--- config.mk ---
export PLATFORM = sky130hd
export DESIGN_NAME = vc_wrr_arbiter_flat
export DESIGN_NICKNAME = d
export VERILOG_FILES = /design/src/rtl/vc_wrr_arbiter_if.sv /design/src/rtl/vc_wrr_arbiter.sv /design/src/flat_wrapper.sv
export SDC_FILE = /design/constraint.sdc
export NUM_CORES = 1
export LEC_CHECK = 0
export ABC_AREA = 1
export CAP_MARGIN = 20
export CORE_MARGIN = 2
export CORE_UTILIZATION = 44
export CTS_CLUSTER_DIAMETER = 200
export CTS_CLUSTER_SIZE = 30
export DETAILED_ROUTE_END_ITERATION = 10
export PLACE_DENSITY = 0.85
export SYNTH_ARGS = -nofsm -noshare
export SYNTH_HDL_FRONTEND = slang
export SYNTH_SLANG_ARGS = --single-unit
--- constraint.sdc ---
create_clock -name clk -period 3.6 [get_ports clk]
set_input_delay 0.72 -clock clk [delete_from_list [all_inputs] [get_ports clk]]
set_output_delay 0.72 -clock clk [all_outputs]
set_load 0.05 [all_outputs]
--- src/rtl/vc_wrr_arbiter_if.sv ---
`default_nettype none
// ---------------------------------------------------------------------------
// vc_wrr_arbiter_if : VC FIFO bank <-> arbiter <-> downstream signal bundle
// Revision 1.0
// ---------------------------------------------------------------------------
interface vc_wrr_arbiter_if #(
   parameter int BW16 = 16
);
   logic            VC0_empty;
   logic            VC1_empty;
   logic [BW16-1:0] VC0_data_out;
   logic [BW16-1:0] VC1_data_out;
   logic            down_almost_full;
   logic            VC0_rd;
   logic            VC1_rd;
   logic [BW16-1:0] arb_data_out;
   logic            arb_valid;
   logic            arb_vc_id;

   // Arbiter side
   modport master (
      input  VC0_empty, VC1_empty, VC0_data_out, VC1_data_out, down_almost_full,
      output VC0_rd, VC1_rd, arb_data_out, arb_valid, arb_vc_id
   );

   // FIFO bank / downstream side
   modport slave (
      output VC0_empty, VC1_empty, VC0_data_out, VC1_data_out, down_almost_full,
      input  VC0_rd, VC1_rd, arb_data_out, arb_valid, arb_vc_id
   );
endinterface
`default_nettype wire

--- src/rtl/vc_wrr_arbiter.sv ---
`default_nettype none
// ---------------------------------------------------------------------------
// vc_wrr_arbiter : two-VC weighted round-robin FIFO read scheduler
// Optional macro ARB_STRICT_PRIO_EN gives VC1 strict priority. Revision 1.0
// ---------------------------------------------------------------------------
module vc_wrr_arbiter #(
   parameter int BW16 = 16,
   parameter int W0   = 3,
   parameter int W1   = 1
) (
   input  wire logic          clk,
   input  wire logic          reset_L,
   vc_wrr_arbiter_if.master   bus
);

   typedef enum logic [1:0] {
      IDLE   = 2'd0,
      SERVE0 = 2'd1,
      SERVE1 = 2'd2
   } state_t;

   state_t          state;
   state_t          state_nxt;
   logic [3:0]      cnt;
   logic [3:0]      cnt_nxt;
   logic            rd0;
   logic            rd1;
   logic            valid_q;
   logic            vc_id_q;
   logic [BW16-1:0] data_hold;
   logic [BW16-1:0] data_mux;

`ifdef ARB_STRICT_PRIO_EN
   always_comb begin
      rd1       = reset_L & ~bus.VC1_empty & ~bus.down_almost_full;
      rd0       = reset_L & ~bus.VC0_empty & bus.VC1_empty & ~bus.down_almost_full;
      cnt_nxt   = 4'd0;
      state_nxt = state;
      if (!bus.down_almost_full) begin
         if (!bus.VC1_empty)      state_nxt = SERVE1;
         else if (!bus.VC0_empty) state_nxt = SERVE0;
         else                     state_nxt = IDLE;
      end
   end
`else
   logic       sel1;
   logic       kept;
   logic       oth_ne;
   logic [3:0] base;
   logic [3:0] inc;
   logic [3:0] wsel;

   always_comb begin
      rd0       = 1'b0;
      rd1       = 1'b0;
      state_nxt = state;
      cnt_nxt   = cnt;
      // The VC actually served this cycle; an empty served VC hands over
      // immediately so the switch costs no bubble.
      case (state)
         SERVE0:  sel1 = bus.VC0_empty;
         SERVE1:  sel1 = ~bus.VC1_empty;
         default: sel1 = bus.VC0_empty;
      endcase
      kept   = sel1 ? (state == SERVE1) : (state == SERVE0);
      base   = kept ? cnt : 4'd0;
      inc    = base + 4'd1;
      wsel   = sel1 ? 4'(W1) : 4'(W0);
      oth_ne = sel1 ? ~bus.VC0_empty : ~bus.VC1_empty;
      if (bus.down_almost_full) begin
         state_nxt = state;
         cnt_nxt   = cnt;
      end else if (bus.VC0_empty && bus.VC1_empty) begin
         state_nxt = IDLE;
         cnt_nxt   = 4'd0;
      end else begin
         rd1 = reset_L & sel1;
         rd0 = reset_L & ~sel1;
         if (inc >= wsel) begin
            cnt_nxt   = 4'd0;
            state_nxt = (sel1 ^ oth_ne) ? SERVE1 : SERVE0;
         end else begin
            cnt_nxt   = inc;
            state_nxt = sel1 ? SERVE1 : SERVE0;
         end
      end
   end
`endif

   // FIFO data arrives the cycle after the strobe; present it alongside valid.
   always_comb begin
      data_mux = data_hold;
      if (valid_q) data_mux = vc_id_q ? bus.VC1_data_out : bus.VC0_data_out;
   end

   always_ff @(posedge clk) begin
      if (!reset_L) begin
         state     <= IDLE;
         cnt       <= 4'd0;
         valid_q   <= 1'b0;
         vc_id_q   <= 1'b0;
         data_hold <= '0;
      end else begin
         state     <= state_nxt;
         cnt       <= cnt_nxt;
         valid_q   <= rd0 | rd1;
         vc_id_q   <= rd1;
         data_hold <= data_mux;
      end
   end

   assign bus.VC0_rd       = rd0;
   assign bus.VC1_rd       = rd1;
   assign bus.arb_valid    = valid_q;
   assign bus.arb_vc_id    = vc_id_q;
   assign bus.arb_data_out = data_mux;

endmodule
`default_nettype wire

--- src/flat_wrapper.sv ---
// flat-port wrapper written by rule: the top's interface ports become plain ports
module vc_wrr_arbiter_flat 
#(
   parameter int BW16 = 16,
   parameter int W0   = 3,
   parameter int W1   = 1
)
  (clk, reset_L, bus_VC0_empty, bus_VC1_empty, bus_VC0_data_out, bus_VC1_data_out, bus_down_almost_full, bus_VC0_rd, bus_VC1_rd, bus_arb_data_out, bus_arb_valid, bus_arb_vc_id);
  vc_wrr_arbiter_if #(.BW16(BW16)) bus_i ();
  input  wire logic clk;
  input  wire logic reset_L;
  input wire logic [$bits(bus_i.VC0_empty)-1:0] bus_VC0_empty;
  input wire logic [$bits(bus_i.VC1_empty)-1:0] bus_VC1_empty;
  input wire logic [$bits(bus_i.VC0_data_out)-1:0] bus_VC0_data_out;
  input wire logic [$bits(bus_i.VC1_data_out)-1:0] bus_VC1_data_out;
  input wire logic [$bits(bus_i.down_almost_full)-1:0] bus_down_almost_full;
  output wire logic [$bits(bus_i.VC0_rd)-1:0] bus_VC0_rd;
  output wire logic [$bits(bus_i.VC1_rd)-1:0] bus_VC1_rd;
  output wire logic [$bits(bus_i.arb_data_out)-1:0] bus_arb_data_out;
  output wire logic [$bits(bus_i.arb_valid)-1:0] bus_arb_valid;
  output wire logic [$bits(bus_i.arb_vc_id)-1:0] bus_arb_vc_id;
  assign bus_i.VC0_empty = bus_VC0_empty;
  assign bus_i.VC1_empty = bus_VC1_empty;
  assign bus_i.VC0_data_out = bus_VC0_data_out;
  assign bus_i.VC1_data_out = bus_VC1_data_out;
  assign bus_i.down_almost_full = bus_down_almost_full;
  assign bus_VC0_rd = bus_i.VC0_rd;
  assign bus_VC1_rd = bus_i.VC1_rd;
  assign bus_arb_data_out = bus_i.arb_data_out;
  assign bus_arb_valid = bus_i.arb_valid;
  assign bus_arb_vc_id = bus_i.arb_vc_id;
  vc_wrr_arbiter #(.BW16(BW16), .W0(W0), .W1(W1)) u_core (.clk(clk), .reset_L(reset_L), .bus(bus_i));
endmodule
==> results of run 1 <==
layer usage:
layer  global-route usage  part of all wire  up-vias
li1                     -                 -      691
met1               0.2227              0.45      556
met2               0.3101              0.47       37
met3              0.03175             0.061        6
met4               0.1030             0.023        0
met5                    0                 0        -
report_power, final:
group | internal (µW) | leakage, µW | switching [µW] | total, µW
combinational | 86.3 | 0.000564 | 114 | 200
sequential | 278 | 0.000196 | 8.84 | 287
clock | 39.2 | 0.0000138 | 81.4 | 121
total | 404 | 0.000773 | 204 | 608
synthesized netlist by cell type (all sizes together):
cell type and number:
clkinv 1, ha 1, nand3 5, o21ai 36, clkbuf 3, o21a 16, nand2 29, nor2 22
dfxtp 24, buf 4, inv 44, a21oi 3
cell families after synthesis:
logic type | share of synthesized area
AO/OA/AOI/OAI | 0.2532
AND/OR/NAND/NOR | 0.1956
adder cells (fa/ha/maj) | 0.009929
flip-flops | 0.3813
buffers and inverters | 0.1599
worst register-to-register path, stage by stage (launching register included):
cell     delay, ns
dfxtp_1       0.43
inv_1         0.06
nand3_1       0.07
nand2_2       0.09
nand2_1       0.12
inv_1         0.06
ha_1          0.21
nand2_1       0.09
nand2_2       0.05
nand2_1       0.05
inv_1         0.04
nor2_2        0.12
nand2_2       0.08
nand2_2       0.07
nand2_1       0.05
nand2_1       0.07
nand2_1       0.05
sequential cells by signal (all words and copies together), names as in the netlist:
signal,count
u_core.data_hold,16
u_core.cnt,4
u_core.state,2
u_core.bus.arb_valid,1
u_core.bus.arb_vc_id,1
layout by cell type (no fill, tap or decap), types with 2 or more instances in the layout:
| cell type | n |
|---|---|
| o21a_1 | 16 |
| nand2_2 | 6 |
| buf_12 | 2 |
| buf_4 | 3 |
| clkbuf_4 | 3 |
| dfxtp_1 | 24 |
| a21oi_1 | 3 |
| clkdlybuf4s50_1 | 54 |
| nand2_1 | 22 |
| nand3_1 | 4 |
| o21ai_0 | 34 |
| nor2_1 | 21 |
| inv_1 | 44 |
final cells by class:
class | count | area, µm² | share of cell area
Inverter | 45 | 168.9 | 0.08929
Multi-Input combinational cell | 112 | 578.1 | 0.3056
Timing Repair Buffer | 59 | 603.1 | 0.3188
Sequential cell | 24 | 480.5 | 0.2540
Clock buffer | 3 | 22.52 | 0.01190
Tap cell | 31 | 38.79 | 0.02050
metrics by stage:
step | std cells | power (µW) | hold WS (ns)
after global routing | 274 | 635.4 | 0.4952
after detailed placement | 271 | 493.3 | 0.4534
after global placement | 271 | 490.8 | 0.4482
after floorplan | 188 | 407.6 | 0.4286
final | 274 | 607.6 | 0.4774
after CTS | 274 | 612.4 | 0.4830
worst paths after layout:
check                                          start             endpoint  depth (start not counted)
worst max-delay path            u_core.bus.arb_valid  bus_arb_data_out[2]                          5
worst min-delay path                   u_core.cnt[2]        u_core.cnt[2]                          2
worst max register to register       u_core.state[1]      u_core.state[0]                         16
worst min register to register         u_core.cnt[2]        u_core.cnt[2]                          2
==> results.sh, run 1 <==
export IMPL_status="completed"
export IMPL_yosysUniqueCellTypes=19
export IMPL_timing_max_slew_rel_slack=0.5794
export IMPL_cp_slowest_cell="clkdlybuf4s50_1"
export IMPL_portBuffers=56
export IMPL_numClockSinks=24
export IMPL_postCtsSetupBuffers=0
export IMPL_path_clk_slew_ns=0.13
export IMPL_start_util=0.4609
export IMPL_die_x_um=57.51
export IMPL_arrival_ns=2.55
export IMPL_clk_latency_ns=0.32
export IMPL_synth_area_per_cell_um2=6.702
export IMPL_drc=0
export IMPL_root_buffer="clkbuf_4"
export IMPL_tightest_slew_ns=0.6301
export IMPL_die_height_um=57.51
export IMPL_synth_area_um2=1260
export IMPL_gp_routability_congestion=0.8626
export IMPL_final_core_util=0.6920
export IMPL_fin_setup_tns_ns=0
export IMPL_cp_common_cell="o21ai_0"
export IMPL_setup_viol=0
export IMPL_rsz0062_at_grt="no"
export IMPL_ys_ff_latch=24
export IMPL_grt_total_usage=0.1850
export IMPL_fin_crit_sh=0.9080
export IMPL_ioPinCount=57
export IMPL_ant_nets=0
export IMPL_detail_route_wirelength_um=2920
export IMPL_antenna_cells=0
export IMPL_drive_gt1_frac=0.07407
export IMPL_r2r_slack_ns=1.79
export IMPL_grt_overflow=0
export IMPL_max_vdd_ir_drop_uv=262.8
export IMPL_yosys_area_top_type="dfxtp_1"
export IMPL_ys_seq_area_frac=0.3813
export IMPL_worstHoldPathType="reg2reg"
export IMPL_cp_max_fo=21
export IMPL_tritoncts="built"
export IMPL_antenna_found_initial=0
export IMPL_die_area_um2=3307
export IMPL_maxCapViolations=0
export IMPL_finalHoldViolCount=0
export IMPL_powerDensity_nw_per_um2=321.2
export IMPL_rows=19
export IMPL_nNetsFinal=283
export IMPL_synthCells=188
export IMPL_required_ns=2.88
export IMPL_firstDrtPassIters=4
export IMPL_cts_htree_levels=1
export IMPL_netlist_area_leader_share=0.3813
export IMPL_cp_end_kind="primary output"
export IMPL_fillCellCount=236
export IMPL_start_kind="register"
export IMPL_synth_nets=226
export IMPL_grt_pass1_wl_um=4781
export IMPL_finalMaxSlewViolations=0
export IMPL_clock_fmax_mhz=305.9
export IMPL_cts_buffers=3
export IMPL_vias_per_cell=4.708
export IMPL_critPathMaxStageDelay_ns=0.87
export IMPL_cts_max_path_buffers=2
export IMPL_drt_iter0_drc=50
export IMPL_min_period_ns=3.269
export IMPL_dp_slack_ns=0.5115
export IMPL_dp_hpwl_um=2232
export IMPL_p_leak_uw=0.0007732
export IMPL_critPathTopFamily="buffers and inverters"
export IMPL_first_global_vias=1095
export IMPL_detail_route_wl_per_cell_um=10.66
export IMPL_hold_buffers=0
export IMPL_fin_ws_ns=0.3313
export IMPL_vias=1290
export IMPL_fin_area_um2=1892
export IMPL_area_growth_pct=50.15
export IMPL_skew_ns=0.007826
export IMPL_crit_chain="buf_4, o21a_1, o21ai_0, o21ai_0, clkdlybuf4s50_1"
export IMPL_critPathBufInv=2
export IMPL_critPathKind="reg2out"
export IMPL_synth_warnings=0
export IMPL_placed_cell_area_um2=1869
export IMPL_core_area_um2=2734
export IMPL_cts_resized_gates=0
export IMPL_grt_start_max_net_pins=22
export IMPL_synthTopCellsByArea="dfxtp_1 (38%), o21ai_0 (14%), inv_1 (13%)"
Note: power is estimated with default switching activity, not from simulation.
==> inputs of run 2 (changes only) <==
--- a/config.mk
+++ b/config.mk
@@ -7,12 +7,14 @@
 export LEC_CHECK = 0
 export ABC_AREA = 1
 export CAP_MARGIN = 20
+export CELL_PAD_IN_SITES_DETAIL_PLACEMENT = 1
+export CELL_PAD_IN_SITES_GLOBAL_PLACEMENT = 1
 export CORE_MARGIN = 2
-export CORE_UTILIZATION = 44
+export CORE_UTILIZATION = 30
 export CTS_CLUSTER_DIAMETER = 200
 export CTS_CLUSTER_SIZE = 30
 export DETAILED_ROUTE_END_ITERATION = 10
-export PLACE_DENSITY = 0.85
+export PLACE_DENSITY = 0.86
 export SYNTH_ARGS = -nofsm -noshare
 export SYNTH_HDL_FRONTEND = slang
 export SYNTH_SLANG_ARGS = --single-unit
==> run 2 against run 1 <==
- via count is 2.9% higher
- count of clock-buffer cells in the layout grew 1
- first-iteration DRC count fell by 34%
- global-route usage is 2.3 points lower
- die area is 43% higher
- flip-flop and latch count unchanged
- combinational power rose by 2%
- clock power grew 52%
- sequential share of layout area down 0.83 points
- non-clock buffer count up 1
- wire length grew 25%
- final cell count is 7.7% higher
- largest power group unchanged
- highest routed layer unchanged
==> results.sh, run 2 (synthesis results as in run 1) <==
export IMPL_die_x_um=68.81
export IMPL_finalPower_uw=674.0
export IMPL_detail_route_wirelength_um=3649
export IMPL_largest_reg_flops=16
export IMPL_root_buffer="clkbuf_8"
export IMPL_cp_end_kind="primary output"
export IMPL_finalHoldViolCount=0
export IMPL_drc=0
export IMPL_drive_gt1_frac=0.08163
export IMPL_clk_latency_ns=0.27
export IMPL_p_leak_uw=0.0007933
export IMPL_timing_max_slew_rel_slack=0.5169
export IMPL_die_height_um=68.81
export IMPL_ff2ff_path_depth=16
export IMPL_skew_ns=0.003074
export IMPL_nNetsFinal=284
export IMPL_dp_hpwl_um=2863
export IMPL_detail_route_wl_per_cell_um=12.37
export IMPL_fin_ws_ns=0.3659
export IMPL_grt_overflow=0
export IMPL_required_ns=2.88
export IMPL_tightest_slew_ns=0.7236
export IMPL_min_period_ns=3.234
export IMPL_firstDrtPassIters=4
export IMPL_grt_pass1_wl_um=5637
export IMPL_cts_resized_gates=0
export IMPL_core_area_um2=4029
export IMPL_arrival_ns=2.51
export IMPL_hold_buffers=0
export IMPL_status="completed"
export IMPL_rows=23
export IMPL_gp_routability_congestion=0.7231
export IMPL_post_place_cells=291
export IMPL_path_clk_slew_ns=0.09
export IMPL_first_global_vias=1257
export IMPL_critPathKind="reg2out"
export IMPL_stdcell_count=295
export IMPL_fin_crit_sh=0.8984
export IMPL_cp_max_fo=23
export IMPL_numClockSinks=24
export IMPL_clock_fmax_mhz=309.2
export IMPL_start_kind="register"
export IMPL_cts_max_path_buffers=2
export IMPL_portBuffers=56
export IMPL_grt_total_usage=0.1618
export IMPL_vias_per_cell=4.498
export IMPL_die_area_um2=4734
export IMPL_setup_viol=0
export IMPL_largest_register="u_core.data_hold"
export IMPL_cts_buffers=3
export IMPL_tritoncts="built"
export IMPL_start_util=0.3127
export IMPL_hold_ws_ns=0.4790
export IMPL_postCtsSetupBuffers=0
export IMPL_final_common_cell="clkdlybuf4s50_1"
export IMPL_rsz0062_at_grt="no"
export IMPL_max_vdd_ir_drop_uv=193.9
export IMPL_antenna_found_initial=0
export IMPL_layout_common_cells="clkdlybuf4s50_1 (54), inv_1 (44), o21ai_0 (34)"
export IMPL_min_path_cells=2
export IMPL_area_growth_pct=55.21
export IMPL_powerDensity_nw_per_um2=344.6
export IMPL_dp_slack_ns=0.5031
export IMPL_grt_start_max_net_pins=24
export IMPL_maxCapViolations=0
export IMPL_drt_iter0_drc=33
export IMPL_reg_top3="u_core.data_hold (16), u_core.cnt (4), u_core.state (2)"
export IMPL_worstHoldPathType="reg2reg"
export IMPL_ioPinCount=57
export IMPL_finalMaxSlewViolations=0
export IMPL_antenna_cells=0
export IMPL_fin_setup_tns_ns=0
export IMPL_cts_htree_levels=1
export IMPL_vias=1327
export IMPL_ant_nets=0
run 2: cell count changes in the layout (fill, tap and decap cells not counted):
cell      delta
buf_4        +1
clkbuf_8     +4
clkbuf_4     -3
run 2: final timing paths:
kind,startpoint,to,slack (ns)
max,u_core.bus.arb_valid,bus_arb_data_out[12],0.37
min,u_core.state[0],u_core.state[0],0.48
max reg2reg,u_core.state[1],u_core.state[0],1.77
min reg2reg,u_core.state[0],u_core.state[0],0.48
run 2: critical path, cell delays in order (launching register included):
cell	delay (ns)
dfxtp_1	0.80
buf_4	0.27
o21a_1	0.12
o21ai_0	0.06
o21ai_0	0.13
clkdlybuf4s50_1	0.87
run 2: power by group:
| group | internal, µW | switching (µW) | total [µW] |
|---|---|---|---|
| combinational | 87.2 | 117 | 204 |
| sequential | 278 | 8.11 | 286 |
| clock | 97.7 | 86.5 | 184 |
| total | 463 | 211 | 674 |
run 2: routing by layer:
metal	global-route usage	wire length, µm	up-vias	share of wire
li1	-	-	688	-
met1	0.1938	1555	604	0.43
met2	0.2861	1860	29	0.51
met3	0.03571	165	6	0.045
met4	0.05147	68	0	0.019
met5	0	0	-	0
run 2: final cells by class:
cell class / instances / area, µm²
Fill cell: 524 / 2073
Timing Repair Buffer: 60 / 610.6
Multi-Input combinational cell: 112 / 578.1
Sequential cell: 24 / 480.5
Inverter: 45 / 168.9
Tap cell: 50 / 62.56
Clock buffer: 4 / 55.05
run 2: metrics by stage:
stage,area (µm²),utilization
after floorplan,1260,-
after global placement,1901,0.4717
after detailed placement,1901,0.4717
after CTS,1956,0.4854
after global routing,1956,0.4854
final,1956,0.4854
